==> src/rtl/dmem_arb_pkg.sv <==
// Shared types and constants for the two-port data-memory arbiter.
package dmem_arb_pkg;

   typedef enum logic [0:0] {
      PRIO0  = 1'b0,
      FORCE1 = 1'b1
   } arb_state_e;

   localparam int unsigned REQ_CORE = 0;
   localparam int unsigned REQ_DBG  = 1;
   localparam int unsigned WSTRB_W  = 4;
   localparam int unsigned DATA_W   = 32;

endpackage

==> src/rtl/dmem_arb_grant.sv <==
// Combinational grant selection: core-first in PRIO0, debug loader only in FORCE1.
module dmem_arb_grant
   import dmem_arb_pkg::*;
(
   input  arb_state_e state_i,
   input  logic [1:0] req_vld_i,
   output logic [1:0] gnt_o
);

   always_comb begin
      gnt_o = '0;
      unique case (state_i)
         PRIO0: begin
            if (req_vld_i[REQ_CORE]) begin
               gnt_o[REQ_CORE] = 1'b1;
            end else if (req_vld_i[REQ_DBG]) begin
               gnt_o[REQ_DBG] = 1'b1;
            end
         end
         FORCE1: gnt_o[REQ_DBG] = req_vld_i[REQ_DBG];
         default: gnt_o = '0;
      endcase
   end

endmodule

==> src/rtl/dmem_arbiter.sv <==
// Two-requester data-memory arbiter with starvation guard and one-stage response tag.
// Optional grant statistics counters are built when DMEM_ARB_STATS_EN is defined.
module dmem_arbiter
   import dmem_arb_pkg::*;
#(
   parameter int unsigned ADDR_WIDTH = 16,
   parameter int unsigned MAX_STARVE = 4
) (
   input  logic                             clk_i,
   input  logic                             rst_i,
   input  logic [1:0]                       req_vld_i,
   output logic [1:0]                       req_rdy_o,
   input  logic [1:0]                       req_we_i,
   input  logic [1:0][ADDR_WIDTH-1:0]       req_addr_i,
   input  logic [1:0][DATA_W-1:0]           req_wdata_i,
   input  logic [1:0][WSTRB_W-1:0]          req_wstrb_i,
   output logic [1:0]                       rsp_vld_o,
   output logic [DATA_W-1:0]                rsp_rdata_o,
   output logic                             mem_en_o,
   output logic                             mem_we_o,
   output logic [ADDR_WIDTH-1:0]            mem_addr_o,
   output logic [DATA_W-1:0]                mem_wdata_o,
   output logic [WSTRB_W-1:0]               mem_wstrb_o,
   input  logic [DATA_W-1:0]                mem_rdata_i,
   output logic [15:0]                      grant_cnt0_o,
   output logic [15:0]                      grant_cnt1_o
);

   localparam logic [3:0] MaxStarve = 4'(MAX_STARVE);

   arb_state_e state_q, state_d;
   logic [3:0] starve_q, starve_d;
   logic [1:0] gnt_raw, gnt;
   logic       sel;
   logic       tag_vld_q, tag_owner_q, tag_we_q;

   dmem_arb_grant u_grant (
      .state_i   (state_q),
      .req_vld_i (req_vld_i),
      .gnt_o     (gnt_raw)
   );

   // Reset forces the combinational accept path quiet as well as the flops.
   assign gnt = rst_i ? 2'b00 : gnt_raw;
   assign sel = gnt[REQ_DBG];

   always_ff @(posedge clk_i or posedge rst_i) begin
      if (rst_i) begin
         state_q     <= PRIO0;
         starve_q    <= '0;
         tag_vld_q   <= 1'b0;
         tag_owner_q <= 1'b0;
         tag_we_q    <= 1'b0;
      end else begin
         state_q     <= state_d;
         starve_q    <= starve_d;
         tag_vld_q   <= |gnt;
         tag_owner_q <= sel;
         tag_we_q    <= req_we_i[sel];
      end
   end

   always_comb begin
      state_d  = state_q;
      starve_d = starve_q;
      if (gnt[REQ_DBG] || !req_vld_i[REQ_DBG]) begin
         starve_d = '0;
      end else if (gnt[REQ_CORE]) begin
         starve_d = starve_q + 4'd1;
      end
      unique case (state_q)
         PRIO0: begin
            if (gnt[REQ_CORE] && req_vld_i[REQ_DBG] && (starve_q + 4'd1 == MaxStarve)) begin
               state_d = FORCE1;
            end
         end
         FORCE1: begin
            if (gnt[REQ_DBG] || !req_vld_i[REQ_DBG]) begin
               state_d = PRIO0;
            end
         end
         default: state_d = PRIO0;
      endcase
   end

   always_comb begin
      req_rdy_o   = gnt;
      mem_en_o    = |gnt;
      mem_we_o    = 1'b0;
      mem_addr_o  = '0;
      mem_wdata_o = '0;
      mem_wstrb_o = '0;
      if (|gnt) begin
         mem_we_o    = req_we_i[sel];
         mem_addr_o  = req_addr_i[sel];
         mem_wdata_o = req_wdata_i[sel];
         mem_wstrb_o = req_wstrb_i[sel];
      end
      rsp_vld_o = '0;
      if (tag_vld_q) begin
         rsp_vld_o[tag_owner_q] = 1'b1;
      end
      rsp_rdata_o = (tag_vld_q && !tag_we_q) ? mem_rdata_i : '0;
   end

`ifdef DMEM_ARB_STATS_EN
   logic [15:0] cnt0_q, cnt1_q;

   always_ff @(posedge clk_i or posedge rst_i) begin
      if (rst_i) begin
         cnt0_q <= '0;
         cnt1_q <= '0;
      end else begin
         if (gnt[REQ_CORE] && (cnt0_q != 16'hFFFF)) begin
            cnt0_q <= cnt0_q + 16'd1;
         end
         if (gnt[REQ_DBG] && (cnt1_q != 16'hFFFF)) begin
            cnt1_q <= cnt1_q + 16'd1;
         end
      end
   end

   assign grant_cnt0_o = cnt0_q;
   assign grant_cnt1_o = cnt1_q;
`else
   assign grant_cnt0_o = '0;
   assign grant_cnt1_o = '0;
`endif

endmodule

==> config.mk <==
export PLATFORM = sky130hd
export DESIGN_NAME = dmem_arbiter
export DESIGN_NICKNAME = d
export VERILOG_FILES = /design/src/rtl/dmem_arb_pkg.sv /design/src/rtl/dmem_arb_grant.sv /design/src/rtl/dmem_arbiter.sv
export SDC_FILE = /design/constraint.sdc
export NUM_CORES = 1
export LEC_CHECK = 0
export BUFFER_PORTS_ARGS = -buffer_cell sky130_fd_sc_hd__buf_4
export CORE_AREA = 2 2 104 106
export CTS_CLUSTER_SIZE = 20
export DETAILED_ROUTE_END_ITERATION = 10
export DIE_AREA = 0 0 106 108
export GPL_TIMING_DRIVEN = 0
export HOLD_SLACK_MARGIN = 0.05
export PLACE_DENSITY = 0.61
export SLEW_MARGIN = 15
export SYNTH_ARGS = -nofsm -noshare
export SYNTH_HDL_FRONTEND = slang
export SYNTH_SLANG_ARGS = --single-unit
==> constraint.sdc <==
create_clock -name clk_i -period 1.26 [get_ports clk_i]
set_input_delay 0.252 -clock clk_i [delete_from_list [all_inputs] [get_ports clk_i]]
set_output_delay 0.252 -clock clk_i [all_outputs]
set_load 0.05 [all_outputs]
-- Word level (Yosys, flattened, before mapping)
Cells that the tools add are included.
- register bits: 8
- input port bits: 142
- output and inout bits: 122
- logic and storage cells: 47
- $add $sub $neg: 1
- order comparisons: 3
- eq/ne operators: 1
- mux-type cells: 27
- bitwise operators: 1
- reduce and logical (&&, ||, !) cells: 9
- operator list (operator ; count):
    $mux 32 ; 4
    $mux 16 ; 3
    $mux 4 ; 5
    $mux 1 ; 10
    $add 4x1->4 const B ; 1
    $eq 4x3->1 const B ; 1
    $logic_and 1x1->1 ; 4
    $lt 1x2->1 const B ; 2
    $mux 2 ; 2
    $pmux 1 s2 ; 2
    $logic_not 1->1 ; 2
    $reduce_bool 2->1 ; 1
    $reduce_or 2->1 ; 1
    $demux 1 s1 ; 1
    $ge 1x1->1 const B ; 1
    $logic_or 1x1->1 ; 1
    $not 1->1 ; 1

-- Depth between registers and ports, before layout
Gate-level depths: netlist of run 1.
- depth after elaboration: 8
- depth in mapped cells: 5
- mapped depth without buffers: 4

-- Modules after synthesis
Synthesis of run 1 repeated with hierarchy kept, for this count alone.
- cell total of the unflattened synthesis: 175
- area total of the unflattened synthesis: 1450.1 um^2
- by module, submodules not included (module ; times used ; cells an instance ; area an instance (um^2)):
    dmem_arbiter ; 1 ; 173 ; 1427.6
    dmem_arb_grant ; 1 ; 2 ; 22.5

-- Worst setup path before layout of run 1
Ideal clock, no wire load.
- path kind: reg-to-output
- from: register state_q
- to: output mem_wdata_o[23]
- arrival time: 1.657 ns
- required time: 1.008 ns
- path slack: -0.649 ns
- cell stages (with the launch flop): 6
- path buffers: 2
- cells stage by stage: dfrtp_1 and2b_2 buf_6 buf_6 nand2_1 a21oi_1
- cells in the longest elaborated chain, start to end: 6
- RTL lines (what ; line ; source):
    start, declared ; dmem_arbiter.sv:31 ; arb_state_e state_q, state_d;
    start signal, assigned ; dmem_arbiter.sv:55 ; state_q <= state_d;
    $not 1->1 ; dmem_arb_grant.sv:12 ; unique case (state_i)
    $pmux 1 s2 ; dmem_arb_grant.sv:12 ;
    $mux 2 (*) ; dmem_arbiter.sv:44 ; assign gnt = rst_i ? 2'b00 : gnt_raw;
    $mux 32 (not written as such) (2 in a row) ; dmem_arbiter.sv:96 ; mem_wdata_o = req_wdata_i[sel];
    $mux 32 (*) ; dmem_arbiter.sv:93 ; if (|gnt) begin
    end, declared ; dmem_arbiter.sv:22 ; output logic [DATA_W-1:0] mem_wdata_o,
Every way passes the cells marked *; elsewhere a longest branch is shown, timed or not. The select of a mux whose other input is x is not followed.

-- Worst setup path in the final report of run 1
- from: register state_q
- to: output mem_addr_o[12]
- cells in the longest elaborated chain, start to end: 6
- RTL lines (what ; line ; source):
    $not 1->1 ; dmem_arb_grant.sv:12 ;
    $pmux 1 s2 ; dmem_arb_grant.sv:12 ;
    $mux 2 (*) ; dmem_arbiter.sv:44 ;
    $mux 16 (not written as such) (2 in a row) ; dmem_arbiter.sv:95 ; mem_addr_o = req_addr_i[sel];
    $mux 16 (*) ; dmem_arbiter.sv:93 ;
    end, declared ; dmem_arbiter.sv:21 ; output logic [ADDR_WIDTH-1:0] mem_addr_o,
Marks and branches as above.

==> reports/metrics.cfg, run 1 <==
[run_status]
outcome = finished with violations
failed_checks = negative setup slack

[detailed_routing]
vias = 3007
routed_wirelength_um = 9920
first_iter_violations = 131
drt-pass1-iter-count = 5
postRouteAntennaNets = 0
via_per_inst = 4.25
wl_per_cell_um = 14.0
drc = 0

[finish]
antenna-diode-count = 0
num-nets-final = 717
design_area_um2 = 5540
drive_gt1_share_pct = 78.8
area_growth_pct = 209
postLayoutCoreUtil_pct = 54.1

[sta]
hold_viol = 0
finalSetupTns_ps = -39530
worst_pin_slew_ps = 569
fmax_mhz = 553
slew_violations = 0
rsz0062_at_grt = yes
setup_ws_ps = -549
relSlewSlack_pct = 62.1
period_share_pct = 144
skew_ps = 4.72
finalSetupViolCount = 89
period_minus_slack_ps = 1810

[setup_path]
crit_start = state_q
reg2reg_from = state_q
crit_required_ps = 1010
r2r_end = tag_we_q
start_kind = flop
cp-endpoint = mem_addr_o[12]
cp-end-kind = output pin
reg2reg_depth = 5
critPathArrivalTime_ps = 1560
crit_fanout = 10
critPathKind = reg2out
r2r_slack_ps = -110

[logic_synthesis]
synth.yosys.seq_area_share_pct = 11.2
synth-seq-cells = 8
synth_edf_count = 0
syn_area_um2 = 1790
synthCells = 290
synth_ff_type = dfrtp_1
yosysMostFrequentCell = nand3_1
ys_async_sr_fraction_pct = 100
synth_top_area_share_pct = 15.7
yosysUniqueCellTypes = 27
netlist_top_cells_area = nand3_1 16%, buf_4 16%, a21oi_1 15%
synth_largest_area_cell = nand3_1
yosysWarnings = 0
synth_commonest_cells = 56 x nand3_1, 55 x nand2_1, 53 x a21oi_1, 37 x buf_4, 33 x and2_1
avgSynthCellArea_um2 = 6.17

[pwr]
static-leakage-power_nw = 2.55
total_power_w = 0.00294
ir_drop_mv = 0.254
powerDensity_nw_per_um2 = 532

[die]
core_area_um2 = 10200
initial_core_util_pct = 17.5
die_area_um2 = 11400
ioPinCount = 264
die_w_um = 106
dieHeight_um = 108
row_count = 37

[cts]
cts_root_buf = clkbuf_8
cts_buffer_depth = 2
hold_buffers = 0
clk_pin_slew_ps = 40
clock_latency_ps = 230
clock_sinks = 8
cts_tree = yes
htree_num_levels = 1
cts_buffers = 3

[flow_run]
cap_violations = 0

[placement]
place.gp.congestion = 0.754
post-place-ws_ps = -400
dpl_cell_area_um2 = 4560
port_buffers = 229
place.detailed.hpwl_um = 7670

[global_route]
antenna_found_initial = 0
grt_pass1_wl_um = 14800
overflow = 0
grt_usage_pct = 15.8
grt_max_degree = 11
grt_pass1_vias = 2966

[min_path]
hold_path.class = in2async

[flip-flops by register name, summed over array words and instances (netlist names)]
name	flops
tag_we_q	1
state_q	1
starve_q	4
tag_vld_q	1
tag_owner_q	1
[area by class of cell]
type / instances / area, um^2
buffer: 61 / 557
timing repair buffer: 247 / 2420
tap: 136 / 170
sequential: 8 / 200
clock buffer: 3 / 41.3
fill: 928 / 4690
multi-input combinational: 251 / 2140
inverter: 1 / 3.75
[worst max-delay path, stage by stage, from the launching register on]
cell and delay [ps]:
dfrtp_1 370, and2b_2 250, buf_12 150, buf_12 140, nand2_1 90, a21oi_4 140, buf_6 180
[routing by layer]
| metal | up-vias | global-route usage (%) | share of wire, % | routed length, um |
|---|---|---|---|---|
| met5 | - | 0 | 0 | 0 |
| met4 | 0 | 3.57 | 1.3 | 130 |
| met3 | 10 | 3.13 | 8.0 | 798 |
| met2 | 153 | 30.9 | 56 | 5530 |
| met1 | 1381 | 17.5 | 35 | 3470 |
| li1 | 1463 | - | - | - |
[cell families after synthesis]
group	after synthesis	share of synthesized area [%]
AND/OR/NAND/NOR	156	43.7
buffers and inverters	62	24.8
AO/OA/AOI/OAI	58	17.1
flip-flops	8	11.2
adder cells (fa/ha/maj)	2	1.40
XOR/XNOR	2	0.979
other	1	0.210
multiplexers	1	0.629
[how the worst min path moves through the flow]
stage,to,slack [ps]
6_report,state_q,90
5_1_grt,state_q,130
4_1_cts,state_q,90
3_5_place_dp,state_q,340
3_3_place_gp,state_q,340
2_1_floorplan,starve_q[0],230
[report_power, final]
group          internal, W  leakage [nW]  switching (W)
sequential        0.000266         0.107     0.00000722
clock             0.000207        0.0216      0.0000969
combinational      0.00103          2.43        0.00134
total              0.00150          2.55        0.00144
[cells in the final DEF (no fill, tap or decap), types with 4 or more instances in the layout]
master and count:
nand3_1 50, dfrtp_1 8, and2_4 32, a21oi_4 53, buf_8 59, nand2_2 32, nand2_4 6, nand3_2 6
nand2_1 17, buf_4 184, buf_12 6, buf_6 47, buf_2 4, conb_1 32
[through the flow]
| stage | cells | hold slack [ps] |
|---|---|---|
| finish | 707 | 86.9 |
| global route | 707 | 127 |
| detailed placement | 686 | 337 |
| floorplan | 321 | 231 |
| CTS | 701 | 95.0 |
| global placement | 686 | 344 |
[repair_timing]
| item | CTS | global route |
|---|---|---|
| endpoints found under the hold margin | 0 | 0 |
| pin swaps | 33 | 11 |
| gates resized for setup | 174 | 48 |
| buffers inserted | 9 | 6 |
| cloned | 3 | 0 |
| setup endpoints to repair | 88 | 93 |
Note: power is estimated with default switching activity, not from simulation.
==> inputs of run 2 (changes only) <==
CORE_AREA = 2 2 103 105   (was 2 2 104 106)
CTS_BUF_LIST = sky130_fd_sc_hd__clkbuf_4   (was default)
DIE_AREA = 0 0 105 107   (was 0 0 106 108)
PLACE_DENSITY = 0.58   (was 0.61)
SYNTH_HIERARCHICAL = 1   (was default)
==> reports/metrics.cfg, run 2 <==
[logic_synthesis]
synth_largest_area_cell = a22o_1
synthCells = 175  ; -40%
synth_ff_type = dfrtp_1
avgSynthCellArea_um2 = 8.29  ; +34%
netlist_top_cells_area = a22o_1 31%, buf_4 17%, and2_1 14%
yosysMostFrequentCell = a22o_1
syn_area_um2 = 1450  ; -19%
yosysWarnings = 6  ; +6
ys_async_sr_fraction_pct = 100  ; unchanged
synth_top_area_share_pct = 31.4  ; +16 points
synth.yosys.seq_area_share_pct = 13.8  ; +2.6 points
synth_edf_count = 0  ; unchanged
synth_commonest_cells = 52 x a22o_1, 33 x and2_1, 32 x buf_4, 8 x dfrtp_1, 6 x nand2_1
yosysUniqueCellTypes = 27  ; unchanged
synth-seq-cells = 8  ; unchanged

[pwr]
p_sw_share_pct = 46.6  ; -2.3 points
power_frac_clock_pct = 6.9  ; -3.4 points
ir_drop_mv = 0.287  ; +13%
p_sw_w = 0.00127  ; -12%
seqPwrFrac_pct = 10.1  ; +0.8 points
internal_power_w = 0.00145  ; -3.6%
powerDensity_nw_per_um2 = 540  ; +1.6%
static-leakage-power_nw = 2.68  ; +5.0%
comb_power_share_pct = 83.0  ; +2.6 points

[setup_path]
reg2reg_depth = 6  ; +1
r2r_slack_ps = -270  ; -160 ps
critPathKind = reg2out
start_kind = flop
crit_fanout = 5  ; -5
critPathArrivalTime_ps = 1760  ; +200 ps
crit_required_ps = 1010  ; about the same
cp-end-kind = output pin
crit_start = state_q
reg2reg_from = state_q
r2r_end = starve_q[3]

[detailed_routing]
via_per_inst = 4.05  ; -4.8%
first_iter_violations = 37  ; -72%
drc = 0  ; unchanged
postRouteAntennaNets = 0  ; unchanged
wl_per_cell_um = 15.1  ; +7.9%
routed_wirelength_um = 9020  ; -9.1%
vias = 2414  ; -20%
drt-pass1-iter-count = 3  ; -2

[global_route]
overflow = 0  ; unchanged
antenna_found_initial = 0  ; unchanged
grt_pass1_wl_um = 13100  ; -12%
grt_pass1_vias = 2470  ; -17%
grt_usage_pct = 14.7  ; -1.1 points
grt_max_degree = 12  ; +1

[flow_run]
cap_violations = 0  ; unchanged

[run_status]
outcome = finished with violations
failed_checks = negative setup slack

[finish]
final_common_cell = buf_4
drive_gt1_share_pct = 85.9  ; +7.1 points
regMostFlops = starve_q
final_cell_mix = 193 x buf_4, 76 x buf_8, 51 x a22o_4, 32 x and2_4, 32 x conb_1
antenna-diode-count = 0  ; unchanged
num-nets-final = 606  ; -15%
area_growth_pct = 247
design_area_um2 = 5030  ; -9.2%
largest_reg_flops = 4  ; unchanged
postLayoutCoreUtil_pct = 49.8  ; -4.3 points

[sta]
period_minus_slack_ps = 2010  ; +201 ps
finalSetupViolCount = 94  ; +5.6%
rsz0062_at_grt = yes
hold_ws_ps = 200  ; +114 ps
slew_violations = 0  ; unchanged
finalSetupTns_ps = -48880  ; -9360 ps
fmax_mhz = 497  ; -10%
skew_ps = 0.401  ; -4.32 ps
period_share_pct = 160  ; +16 points
hold_viol = 0  ; unchanged
setup_ws_ps = -750  ; -201 ps

[cts]
cts_buffers = 3  ; unchanged
clk_pin_slew_ps = 50  ; about the same
cts_tree = yes
htree_num_levels = 1  ; unchanged
clock_latency_ps = 250  ; +20 ps
clock_sinks = 8  ; unchanged
cts_buffer_depth = 2  ; unchanged
cts_root_buf = clkbuf_4

[die]
die_w_um = 105  ; -0.94%
die_area_um2 = 11200  ; -1.9%
row_count = 37  ; unchanged
ioPinCount = 264  ; unchanged
dieHeight_um = 107  ; -0.93%
core_area_um2 = 10100  ; -1.4%
initial_core_util_pct = 14.4  ; -3.1 points

[min_path]
worstHoldStart = rst_i
hold_path.class = in2reg
holdPathEnd = tag_vld_q
whs_path_depth = 2

[placement]
port_buffers = 231  ; +0.87%
post-place-ws_ps = -599  ; -199 ps
place.gp.congestion = 0.852  ; +13%
dpl_cell_area_um2 = 4060  ; -11%
place.detailed.hpwl_um = 7220  ; -5.9%

[run 2: cell count changes in the layout (fill, tap and decap cells not counted), sizes merged, moves of 7 or more]
cell,previous run,this run
a22o,0,52
clkbuf,11,4
a21oi,53,2
nand3,56,3
nand2,55,6
buf,300,293
[run 2: power groups by stage]
| stage | logic [W] | registers, W | clock network [W] |
|---|---|---|---|
| after global placement | 0.00190 | 0.000277 | 0 |
| final | 0.00225 | 0.000274 | 0.000186 |
| after CTS | 0.00222 | 0.000275 | 0.000197 |
| after floorplan | 0.00126 | 0.000276 | 0 |
| after detailed placement | 0.00191 | 0.000277 | 0 |
| after global routing | 0.00235 | 0.000275 | 0.000213 |
[run 2: worst max-delay path by stage]
stage                 endpoint  depth (start not counted)  slack [ps]
2_1_floorplan    mem_addr_o[0]                          7        -330
6_report       mem_wdata_o[25]                          8        -750
3_3_place_gp    mem_wdata_o[0]                          8        -600
4_1_cts         mem_wstrb_o[2]                          9        -790
5_1_grt         mem_wstrb_o[2]                          8        -830
3_5_place_dp    mem_wdata_o[0]                          8        -600
[run 2: critical path, cell delays in order, from the launching register on]
cell and delay [ps]:
dfrtp_1 400, nor2b_4 160, nor2b_4 60, nand2b_4 120, buf_6 140, clkinv_8 60
clkbuf_16 150, a22o_4 260, buf_12 150
[run 2: final cells by class]
| type | count | area (um^2) |
|---|---|---|
| tap | 136 | 170 |
| timing repair inverter | 1 | 16.3 |
| buffer | 44 | 422 |
| sequential | 8 | 200 |
| inverter | 3 | 21.3 |
| fill | 886 | 5070 |
| clock buffer | 3 | 22.5 |
| multi-input combinational | 150 | 1600 |
| timing repair buffer | 251 | 2580 |
[run 2: stage by stage]
step           power (W)  instances
3_5_place_dp     0.00218        573
4_1_cts          0.00269        591
3_3_place_gp     0.00218        573
6_report         0.00271        596
5_1_grt          0.00283        596
2_1_floorplan    0.00154        206
[run 2: timing repair]
| action | in CTS | in global routing |
|---|---|---|
| buffers inserted | 9 | 5 |
| pin swaps | 34 | 5 |
| hold buffers | 1 | 0 |
| cloned | 5 | 1 |
| endpoints found under the setup margin | 91 | 95 |
| endpoints found under the hold margin | 8 | 0 |
| gates resized for setup | 176 | 18 |
[run 2: cell families (layout without fill, tap and decap cells)]
family / count (synthesis) / count (layout) / synth area share [%]
adder cells (fa/ha/maj): 2 / 2 / 1.73
buffers and inverters: 48 / 302 / 23.9
AND/OR/NAND/NOR: 55 / 55 / 24.5
AO/OA/AOI/OAI: 57 / 57 / 33.4
other: 1 / 32 / 0.259
XOR/XNOR: 4 / 4 / 2.42
flip-flops: 8 / 8 / 13.8
[run 2: per-layer routing]
metal  vias to the layer above  wire, um  global-route usage (%)
li1                       1143         -                       -
met5                         -         0                       0
met2                       162      5090                    29.1
met3                         8      1170                    7.23
met4                         0        99                    2.38
met1                      1101      2660                    13.7
==> inputs of run 3 (changes only) <==
SETUP_SLACK_MARGIN = 0.1   (was default)
==> reports/metrics.cfg, run 3 (synthesized netlist as in run 2, its figures left out) <==
[run_status]
outcome = finished with violations
failed_checks = negative setup slack

[setup_path]
critPathKind = reg2out
crit_required_ps = 1010  ; about the same
reg2reg_from = state_q
crit_start = state_q
max_stage_delay_ps = 410  ; about the same
reg2reg_depth = 6  ; unchanged
cp_cell_sequence = nor2b_4 -> buf_4 -> nand2b_4 -> nor2_8 -> buf_12 -> buf_12 -> a22o_4 -> buf_8
critical_path.top_delay_family = buffers and inverters
cp_num_buf_inv = 4  ; unchanged
crit_fanout = 10  ; +5
start_kind = flop
r2r_end = starve_q[3]
r2r_slack_ps = -250  ; +20 ps
critPathArrivalTime_ps = 1750  ; about the same
cp-end-kind = output pin
cpMostUsedCell = buf_12
slowest_stage = dfrtp_1

[die]
ioPinCount = 264  ; unchanged
dieHeight_um = 107  ; unchanged
die_w_um = 105  ; unchanged
die_area_um2 = 11200  ; unchanged
row_count = 37  ; unchanged
initial_core_util_pct = 14.4  ; unchanged
core_area_um2 = 10100  ; unchanged

[detailed_routing]
via_per_inst = 4.07  ; +0.41%
vias = 2436  ; +0.91%
drt-pass1-iter-count = 4  ; +1
first_iter_violations = 84  ; +130%
routed_wirelength_um = 9370  ; +3.9%
drc = 0  ; unchanged
wl_per_cell_um = 15.6  ; +3.3%
postRouteAntennaNets = 0  ; unchanged

[pwr]
internal_power_w = 0.00150  ; +3.8%
p_sw_share_pct = 46.3  ; -0.32 points
ir_drop_mv = 0.259  ; -9.9%
p_sw_w = 0.00130  ; +2.4%
comb_power_share_pct = 83.0  ; about the same
powerDensity_nw_per_um2 = 542  ; +0.30%
static-leakage-power_nw = 2.74  ; +2.1%
seqPwrFrac_pct = 9.8  ; -0.3 points
power_frac_clock_pct = 7.2  ; +0.3 points

[cts]
cts_buffer_depth = 2  ; unchanged
htree_num_levels = 1  ; unchanged
clock_sinks = 8  ; unchanged
clock_latency_ps = 260  ; about the same
cts_root_buf = clkbuf_4
cts_buffers = 3  ; unchanged
clk_pin_slew_ps = 60  ; about the same
cts_tree = yes

[placement]
place.detailed.hpwl_um = 7410  ; +2.6%
port_buffers = 231  ; unchanged
place.gp.congestion = 0.797  ; -6.5%
dp_cells = 573  ; unchanged
dpl_cell_area_um2 = 4090  ; +0.71%

[sta]
period_share_pct = 159  ; -0.85 points
rsz0062_at_grt = yes
finalSetupViolCount = 95  ; +1.1%
hold_viol = 0  ; unchanged
slew_violations = 0  ; unchanged
period_minus_slack_ps = 2000  ; -10.7 ps
skew_ps = 8.45  ; +8.05 ps
fmax_mhz = 500  ; +0.53%
setup_ws_ps = -740  ; +10.7 ps

[finish]
num-nets-final = 609  ; +0.50%
antenna-diode-count = 0  ; unchanged
largest_reg_flops = 4  ; unchanged
final_cell_mix = 187 x buf_4, 88 x buf_8, 52 x a22o_4, 33 x and2_4, 32 x conb_1
stdcell_count = 599  ; +0.50%
drive_gt1_share_pct = 86.4  ; +0.52 points
area_growth_pct = 256
design_area_um2 = 5170  ; +2.8%
fillers = 868  ; -2.0%
regMostFlops = starve_q
final_common_cell = buf_4

[flow_run]
cap_violations = 0  ; unchanged

[min_path]
worstHoldStart = rst_i
whs_path_depth = 2  ; unchanged
hold_path.class = in2reg
holdPathEnd = tag_vld_q

[global_route]
grt_pass1_vias = 2512  ; +1.7%
grt_pass1_wl_um = 13200  ; +0.69%
grt_usage_pct = 15.0  ; +0.33 points
grt_max_degree = 12  ; unchanged
overflow = 0  ; unchanged
antenna_found_initial = 2  ; +2

run 3: metal layers:
metal / vias to the layer above / track usage [%] / part of all wire [%]
met5: - / 0 / 0.33
met1: 1107 / 12.7 / 27
met3: 17 / 6.99 / 13
met2: 162 / 31.4 / 58
li1: 1146 / - / -
met4: 4 / 3.33 / 1.7
run 3: stage by stage:
stage | setup WS (ps) | total power, W | TNS (ps) | hold WS [ps] | util (%)
final | -740 | 0.00280 | -50350 | 199 | 51.2
after global placement | -590 | 0.00219 | -33540 | 258 | 40.5
after floorplan | -333 | 0.00155 | -17560 | 67.7 | -
after detailed placement | -585 | 0.00220 | -33180 | 263 | 40.5
after CTS | -757 | 0.00278 | -51280 | 206 | 50.7
after global routing | -807 | 0.00291 | -56930 | 187 | 51.2
run 3: power groups by stage:
stage | Clock [W] | Sequential [W] | Combinational [W]
after floorplan | 0 | 0.000277 | 0.00127
after global placement | 0 | 0.000278 | 0.00191
after detailed placement | 0 | 0.000279 | 0.00192
after CTS | 0.000198 | 0.000275 | 0.00231
after global routing | 0.000221 | 0.000276 | 0.00241
final | 0.000200 | 0.000275 | 0.00233
run 3: timing repair:
action | in CTS | in global routing
gates cloned | 4 | 1
endpoints found under the setup margin | 94 | 97
pin swaps | 3 | 0
hold buffers | 1 | 0
hold endpoints to repair | 8 | 0
buffers inserted | 16 | 1
resized for setup | 204 | 7
run 3: how the worst max path moves through the flow:
stage          cells past startpoint  slack (ps)               to
6_report                           8        -740  mem_wdata_o[11]
5_1_grt                            9        -810   mem_wstrb_o[1]
4_1_cts                            9        -760   mem_wstrb_o[1]
3_5_place_dp                       8        -590   mem_wstrb_o[3]
3_3_place_gp                       8        -590   mem_wstrb_o[3]
2_1_floorplan                      7        -330    mem_addr_o[0]
run 3: cell type report:
class / count / area, um^2 / share of cell area, %
clock buffers: 3 / 22.5 / 0.436
plain buffers: 45 / 453 / 8.76
well taps: 136 / 170 / 3.29
multi-input cells: 150 / 1620 / 31.3
repair buffers: 254 / 2690 / 52.0
inverters: 3 / 21.3 / 0.412
flip-flops and latches: 8 / 200 / 3.87
